[src/rtl/codec_init_sequencer.sv]
// Codec power-up register sequencer.
// Waits for the codec supply to settle, then writes a fixed 10-entry register
// table through an external I2C byte master. Each write that is NACKed is
// retried up to MAX_RETRY times before the sequence stops in ERROR.
// A start pulse in DONE or ERROR replays the table without the power-up wait.
module codec_init_sequencer #(
  parameter int         STARTUP_CYCLES = 50000,
  parameter int         GAP_CYCLES     = 256,
  parameter int         MAX_RETRY      = 3,
  parameter logic [6:0] DEV_ADDR       = 7'h1A
) (
  input  logic        clk_clk,
  input  logic        reset_reset_n,
  input  logic        start,
  output logic        i2c_req,
  output logic [6:0]  i2c_addr,
  output logic [15:0] i2c_data,
  input  logic        i2c_done,
  input  logic        i2c_nack,
  output logic        busy,
  output logic        init_done,
  output logic        init_error,
  output logic [3:0]  err_index
);

  // One counter serves both the power-up wait and the inter-transaction gap.
  localparam int CNT_MAX = (STARTUP_CYCLES > GAP_CYCLES) ? STARTUP_CYCLES : GAP_CYCLES;
  localparam int CW      = $clog2(CNT_MAX + 2);
  localparam int RW      = $clog2(MAX_RETRY + 2);

  localparam logic [CW-1:0] STARTUP_LAST = CW'(STARTUP_CYCLES - 1);
  localparam logic [CW-1:0] GAP_LAST     = CW'(GAP_CYCLES - 1);
  localparam logic [RW-1:0] RETRY_LIMIT  = RW'(MAX_RETRY);
  localparam logic [3:0]    LAST_INDEX   = 4'd9;

  typedef enum logic [2:0] {
    WAIT_PWR = 3'd0,
    LOAD     = 3'd1,
    REQ      = 3'd2,
    CHECK    = 3'd3,
    GAP      = 3'd4,
    DONE     = 3'd5,
    ERROR    = 3'd6
  } state_t;

  state_t          state_r;
  state_t          state_s;
  logic [CW-1:0]   cnt_r;
  logic [3:0]      index_r;
  logic [RW-1:0]   retry_r;
  logic            nack_r;
  logic [15:0]     data_r;
  logic [3:0]      err_index_r;
  logic            req_r;
  logic            busy_r;
  logic            done_r;
  logic            error_r;
  logic            req_s;
  logic            busy_s;
  logic            done_s;
  logic            error_s;

  // Codec register table: {reg_addr[6:0], reg_data[8:0]}.
  function automatic logic [15:0] table_word(input logic [3:0] idx);
    logic [15:0] word;
    case (idx)
      4'd0:    word = 16'h1E00;  // reset
      4'd1:    word = 16'h0017;
      4'd2:    word = 16'h0217;
      4'd3:    word = 16'h0479;
      4'd4:    word = 16'h0679;
      4'd5:    word = 16'h0812;  // DAC select
      4'd6:    word = 16'h0A00;
      4'd7:    word = 16'h0C00;
      4'd8:    word = 16'h0E42;  // codec master, I2S, 16-bit
      4'd9:    word = 16'h1201;  // active
      default: word = 16'h0000;
    endcase
    return word;
  endfunction

  // State register.
  always_ff @(posedge clk_clk or negedge reset_reset_n) begin
    if (!reset_reset_n) begin
      state_r <= WAIT_PWR;
    end else begin
      state_r <= state_s;
    end
  end

  // Next-state logic; start only matters once the sequence has finished.
  always_comb begin
    state_s = state_r;
    case (state_r)
      WAIT_PWR: begin
        if (cnt_r == STARTUP_LAST) state_s = LOAD;
        else                       state_s = WAIT_PWR;
      end
      LOAD: state_s = REQ;
      REQ: begin
        if (i2c_done) state_s = CHECK;
        else          state_s = REQ;
      end
      CHECK: begin
        if (!nack_r) begin
          if (index_r == LAST_INDEX) state_s = DONE;
          else                       state_s = GAP;
        end else begin
          if (retry_r < RETRY_LIMIT) state_s = GAP;
          else                       state_s = ERROR;
        end
      end
      GAP: begin
        if (cnt_r == GAP_LAST) state_s = LOAD;
        else                   state_s = GAP;
      end
      DONE: begin
        if (start) state_s = LOAD;
        else       state_s = DONE;
      end
      ERROR: begin
        if (start) state_s = LOAD;
        else       state_s = ERROR;
      end
      default: state_s = WAIT_PWR;
    endcase
  end

  // Output decode from the next state so the registered outputs track the state.
  always_comb begin
    req_s   = 1'b0;
    busy_s  = 1'b1;
    done_s  = 1'b0;
    error_s = 1'b0;
    case (state_s)
      REQ:     req_s   = 1'b1;
      DONE: begin
        busy_s = 1'b0;
        done_s = 1'b1;
      end
      ERROR: begin
        busy_s  = 1'b0;
        error_s = 1'b1;
      end
      default: begin
        req_s   = 1'b0;
        busy_s  = 1'b1;
        done_s  = 1'b0;
        error_s = 1'b0;
      end
    endcase
  end

  // Output registers; reset values apply asynchronously.
  always_ff @(posedge clk_clk or negedge reset_reset_n) begin
    if (!reset_reset_n) begin
      req_r   <= 1'b0;
      busy_r  <= 1'b1;
      done_r  <= 1'b0;
      error_r <= 1'b0;
    end else begin
      req_r   <= req_s;
      busy_r  <= busy_s;
      done_r  <= done_s;
      error_r <= error_s;
    end
  end

  // Wait counter: restarts on every state change, advances only while timing.
  always_ff @(posedge clk_clk or negedge reset_reset_n) begin
    if (!reset_reset_n) begin
      cnt_r <= '0;
    end else if (state_s != state_r) begin
      cnt_r <= '0;
    end else if ((state_r == WAIT_PWR) || (state_r == GAP)) begin
      cnt_r <= cnt_r + CW'(1'b1);
    end else begin
      cnt_r <= cnt_r;
    end
  end

  // Sequencing datapath: table index, retry count, NACK latch, data and error index.
  always_ff @(posedge clk_clk or negedge reset_reset_n) begin
    if (!reset_reset_n) begin
      index_r     <= 4'd0;
      retry_r     <= '0;
      nack_r      <= 1'b0;
      data_r      <= 16'h0000;
      err_index_r <= 4'd0;
    end else begin
      case (state_r)
        LOAD: data_r <= table_word(index_r);
        REQ: begin
          if (i2c_done) nack_r <= i2c_nack;
        end
        CHECK: begin
          if (!nack_r) begin
            retry_r <= '0;
            if (index_r != LAST_INDEX) index_r <= index_r + 4'd1;
          end else if (retry_r < RETRY_LIMIT) begin
            retry_r <= retry_r + RW'(1'b1);
          end else begin
            err_index_r <= index_r;
          end
        end
        DONE, ERROR: begin
          if (start) begin
            index_r     <= 4'd0;
            retry_r     <= '0;
            err_index_r <= 4'd0;
          end
        end
        default: begin
          index_r <= index_r;
        end
      endcase
    end
  end

  assign i2c_req    = req_r;
  assign i2c_addr   = DEV_ADDR;
  assign i2c_data   = data_r;
  assign busy       = busy_r;
  assign init_done  = done_r;
  assign init_error = error_r;
  assign err_index  = err_index_r;

endmodule

[config.mk]
export PLATFORM = sky130hd
export DESIGN_NAME = codec_init_sequencer
export DESIGN_NICKNAME = d
export VERILOG_FILES = /design/src/rtl/codec_init_sequencer.sv
export SDC_FILE = /design/constraint.sdc
export NUM_CORES = 1
export LEC_CHECK = 0
export ABC_AREA = 1
export CORE_ASPECT_RATIO = 1.1
export CORE_MARGIN = 5
export CORE_UTILIZATION = 45
export CTS_BUF_LIST = sky130_fd_sc_hd__clkbuf_4
export DETAILED_ROUTE_END_ITERATION = 16
export PLACE_DENSITY = 0.68
export SLEW_MARGIN = 20
export SYNTH_ARGS = -nofsm -noshare
export SYNTH_HDL_FRONTEND = slang
export SYNTH_SLANG_ARGS = --single-unit
[constraint.sdc]
create_clock -name clk_clk -period 2.1 [get_ports clk_clk]
set_clock_uncertainty 0.15 [all_clocks]
set_input_delay 0.42 -clock clk_clk [delete_from_list [all_inputs] [get_ports clk_clk]]
set_output_delay 0.42 -clock clk_clk [all_outputs]
set_load 0.01 [all_outputs]
## Yosys cells after proc, flatten, opt, wreduce, memory -nomap -nowiden

Memories as Yosys holds them, arrays and structs flattened. A register that Yosys moved wholly into a read port is not among the register bits.
Cells that the tools add are included.

| storage, ports and cells | value |
|---|---|
| latch bits | 0 |
| input port bits | 5 |
| memories | 1 |
| bits in read-only memories | 176 |
| bits in registers | 51 |
| word-level logic and storage cells | 73 |
| memory bits (writable) | 0 |

| operators by class | value |
|---|---|
| magnitude comparators | 1 |
| $mul | 0 |
| reductions and logical operators | 11 |
| equal/unequal tests | 20 |
| shift operators | 0 |
| $add $sub $neg | 3 |
| muxes and demuxes | 26 |
| div/mod/pow operators | 0 |
| bitwise gates (word level) | 0 |

Memory list:

| name | words | width | read ports | clocked after memory_dff | write ports | line | RTL |
|---|---|---|---|---|---|---|---|
| (no name shown) | 16 | 11 | 1 | 1 | 0 | 66 | `case (idx)` |

Operator list:

| kind | number |
|---|---|
| 16-bit two-way mux | 2 |
| 3-bit two-way mux | 7 |
| 3-bit case mux with 7 select lines | 1 |
| 4-bit two-way mux | 5 |
| 16-bit by 1-bit adder with 16-bit output (second input constant) | 1 |
| 16-bit == test (second input constant) | 1 |
| 16-bit by 8-bit == test with 1-bit output (second input constant) | 1 |
| 4-bit case mux with 2 select lines | 2 |
| 3-bit == test (second input constant) | 5 |
| 2-bit inequality test (second input constant) | 5 |
| 3-bit by 2-bit == test with 1-bit output (second input constant) | 3 |
| 4-bit AND reduction | 2 |
| 1-bit two-way mux | 7 |
| 3-bit case mux with 2 select lines | 1 |
| 4-bit by 1-bit adder with 4-bit output (second input constant) | 1 |
| 4-bit == test (second input constant) | 1 |
| 4-bit inequality test (second input constant) | 1 |
| 2-bit nonzero test | 2 |
| 2-bit OR reduction | 2 |
| 3-bit by 1-bit adder with 3-bit output (second input constant) | 1 |
| 3-bit by 1-bit == test with 1-bit output (second input constant) | 1 |
| 3-bit logical NOT | 1 |
| 3-bit by 2-bit less-than comparator with 1-bit output (second input constant) | 1 |
| 3-bit inequality test | 1 |
| 6 further kinds | 6 |

## Logic depth before layout (Yosys ltp)

| depth | value |
|---|---|
| word-level depth | 7 |
| gate-level depth with buffers | 12 |
| depth with buffers taken out | 12 |

## Worst setup path after synthesis

Ideal clock, no wire load.

| timing path | value |
|---|---|
| path type | flip-flop to flip-flop |
| from | reg state_r[1] |
| to | reg cnt_r[13] |
| clock period less this slack | 1826 ps |
| arrival | 1555 ps |
| setup slack | 274 ps |
| buffers on the path | 1 |
| cell stages (with the launch flop) | 10 |
| cell sequence | dfrtp_1 nor2_2 nand2_2 nor2_2 nand3_1 nand3_2 nand2_1 nand3_2 buf_6 nor2_2 |

| between the ends | value |
|---|---|
| word-level cells in the longest chain between the ends | 4 |
| elaborated cells between the ends (all ways) | 12 |
| those cells by class | eq/ne: 7; mux: 2; reduce/logical: 3 |

Ends and longest elaborated chain:

| element | line | RTL |
|---|---|---|
| from (decl) | 46 | `state_t state_r;` |
| from (signal assigned) | 87 | `state_r <= state_s;` |
| 3-bit == test, or another cell as far along | 94 | `case (state_r)` |
| 3-bit case mux with 7 select lines (*) | 94 |  |
| net state_s[0] | 47 | `state_t state_s;` |
| 3-bit inequality test (*) | 173 | `end else if (state_s != state_r) begin` |
| 16-bit two-way mux / 2-bit nonzero test (equally long branches) | -- |  |
| to (signal assigned) | 176 | `cnt_r <= cnt_r + CW'(1'b1);` |
| to (signal assigned) | 178 | `cnt_r <= cnt_r;` |
| to (decl) | 48 | `logic [CW-1:0] cnt_r;` |

The timed path passes the listed nets; every way through them passes the cells marked *.
A chain may end at the register's enable or synchronous reset.

## Worst setup path after layout

| timing path | value |
|---|---|
| from | reg busy_r (netlist: busy) |
| to | out busy |

RTL lines:

| element | line | RTL |
|---|---|---|
| from (decl) | 55 | `logic busy_r;` |
| from (signal assigned) | 163 | `busy_r <= busy_s;` |
| to (decl) | 20 | `output logic busy,` |

No word-level cell between the ends.

==> impl_results.md <==
* Reg2reg path depth at 9
* WP data required at 1530 ps
* Mapped Area at 2440 sq um
* Peak supply drop at 0.000242 V
* Post-route core utilization at 54.0%
* Initial DRC Count at 68
* Final hold vios at 0
* H-tree levels at 2
* Area grow syn2layout at 17.8%
* Worst setup EP type: primary output
* Via/cell ratio at 4.87
* WL met3 at 153 um
* Area after DPL at 2790 sq um
* Reg area at 1130 sq um
* Clock buffer depth at 2
* Largest cells by area after synthesis: dfrtp_1 (45%), nand2_1 (8.1%), nand3_1 (4.9%), inv_1 (4.5%), nor2_1 (4.5%)
* Distinct cells, synth at 36
* I/O Buffers at 23
* Arrival @ worst endpoint at 1400 ps
* Setup Total Neg Slack at 0 ps
* Crit path cell chain: clkdlybuf4s50_1
* Share of layout cells above drive strength 1 at 16.5%
* Die W at 80.2 um
* Max incr delay on CP at 530 ps
* Crit path depth at 1
* FF-to-FF Start: state_r[1]
* Wire per inst at 12.0 um
* DRT Pass-1 Iters at 4
* Finished Cell Area at 2880 sq um
* Grt ovf at 0
* Crit Reg-Reg Endpoint: cnt_r[6]
* N_diodes at 0
* Mean area per synthesized cell at 8.51 sq um
* Ys async rst share at 100%
* CP Launch Type: flip-flop
* Area occupied by multi-input gates at 1120 sq um
* CTS Sinks at 45
* # rows at 28
* Layout fillers at 526
* Max Cap Viol at 0
* Power Dens Cells at 461 nW/um^2
* Yosys warns at 0
* Final min period at 1970 ps
* IO Count at 36
* Max Slew Vio Count at 0
* Final setup fails at 0
* Placer Congestion at 0.857
* Post-synth EDFFs at 0
* Fin crit share at 94.0%
* Max Clock Freq at 506 MHz
* Synth Register Bits at 45
* Uppermost layer routed: met4
* WL met2 at 2460 um
* Crit path from: busy
* Hold crit path type: reg -> reg
* Top cell type's share of synthesized area at 45.1%
* Met1 Wirelength at 2110 um
* Crit-path slowest cell: dfstp_2
* Via count at 1958
* Static leakage at 0.00143 uW
* DP Wirelength at 3690 um
* Largest net degree at the start of global routing at 28
* WS Path Type: reg -> out
* Starting density of the core at 45.8%
* CTS tree: done
* CP delay by family, top: flip-flops
* Die Y at 87.2 um
* RSZ-0062 raised after global routing: false
* Post-Route WL at 4810 um
* Clock-pin slew on the worst setup and hold paths at 120 ps
* Post-DRT Antenna Nets at 0
* Synth cell count leaders: nand2_1 (53), dfrtp_1 (44), inv_1 (29), nor2_1 (29), nand3_1 (24)
* Count leader, synth: nand2_1
* Critical Path End: busy
* Die ar. at 7000 sq um
* First-pass GRT wire length at 8470 um
* Most area-hungry cell type in the Yosys netlist: dfrtp_1
* Clk_lat worst skew at 350 ps
* Synth Flop Type: dfrtp_1
* TritonCTS Buffers at 5
* Number of global-route vias before repair at 1941
* WP buf/inv at 1
* Initial antenna violation count at 0
* Clk root buf: clkbuf_4
* Final nets at 337
* Minimum setup slack among reg-to-reg paths at 180 ps
* GRT Util Overall at 15.3%
* Core Footprint at 5330 sq um
* Hold Slack at 343 ps
* Cells after Synth at 287
* Residual DRC at 0
* Register area share after synthesis at 46.2%
* Outcome: finished, final reports clean
* Crit Path Max Fanout at 1
## worst min path at each step
stage                  startpoint      endpoint  slack [ps]  cells after the start
floorplan           reset_reset_n      cnt_r[0]         -30                      0
global placement    reset_reset_n       i2c_req         240                      1
detailed placement  reset_reset_n       i2c_req         260                      1
CTS                  i2c_data[11]  i2c_data[11]         360                      2
global route         i2c_data[11]  i2c_data[11]         380                      2
finish               i2c_data[11]  i2c_data[11]         340                      2
## metrics by stage
stage	instances	power [uW]	setup WS, ps
floorplan	297	910	274
CTS	399	1350	98.9
global placement	390	924	89.0
finish	402	1320	125
global route	402	1380	20.6
detailed placement	390	924	72.9
## cell type report
class                           instances  share of cell area, %
Sequential cell                        45                   39.3
Multi-Input combinational cell        205                   38.9
Timing Repair Buffer                   37                   12.4
Inverter                               32                   4.18
Tap cell                               75                   3.26
Clock buffer                            7                   1.83
Clock inverter                          1                  0.131
## per-layer routing
layer | vias up | GRT usage (%)
li1 | 986 | -
met1 | 926 | 18.0
met2 | 38 | 26.9
met3 | 8 | 3.83
met4 | 0 | 5.53
met5 | - | 0
## placed cells by master (no fill, tap or decap), types with 3 or more instances in the layout
cell type	netlist	final
o21ai_0	14	14
a21oi_1	4	4
nor2_2	16	16
nand2_1	53	53
ha_1	6	6
nor2_1	29	29
buf_4	13	11
dfrtp_1	44	43
xor2_1	9	9
nand4_1	6	6
a2bb2oi_1	4	4
conb_1	2	12
clkbuf_4	0	7
inv_2	3	3
nand2_2	3	3
clkdlybuf4s50_1	0	22
inv_1	29	29
nand3_1	24	24
## repair_timing
item | in CTS | in global routing
setup endpoints to repair | 0 | 16
hold endpoints to repair | 17 | 0
resized for setup | 0 | 1
hold buffers | 1 | 0
setup buffers | 0 | 3
## where the power goes
group          switching (uW)  internal (uW)
sequential                  0            866
combinational            29.3           11.8
clock                     262            155
## logic make-up (layout without fill, tap and decap cells)
kind of cell               count (synthesis)  after routing  synth area share [%]
xor gates and xnor gates                  11             11                  3.95
adders and majority gates                  6              6                  3.08
muxes                                      1              1                 0.410
DFF                                       45             45                  46.2
and+or+nand+nor                          143            143                  28.0
AOI/OAI and AO/OA                         32             32                  8.56
buffers and inverters                     47             77                  9.53
other                                      2             12                 0.308
## flip-flops by register name, summed over array words and instances (netlist names)
signal	flops
nack_r	1
i2c_data	10
init_error	1
init_done	1
err_index	4
index_r	4
cnt_r	16
retry_r	3
i2c_req	1
state_r	3
busy	1
(Power assumes the default switching activity.)
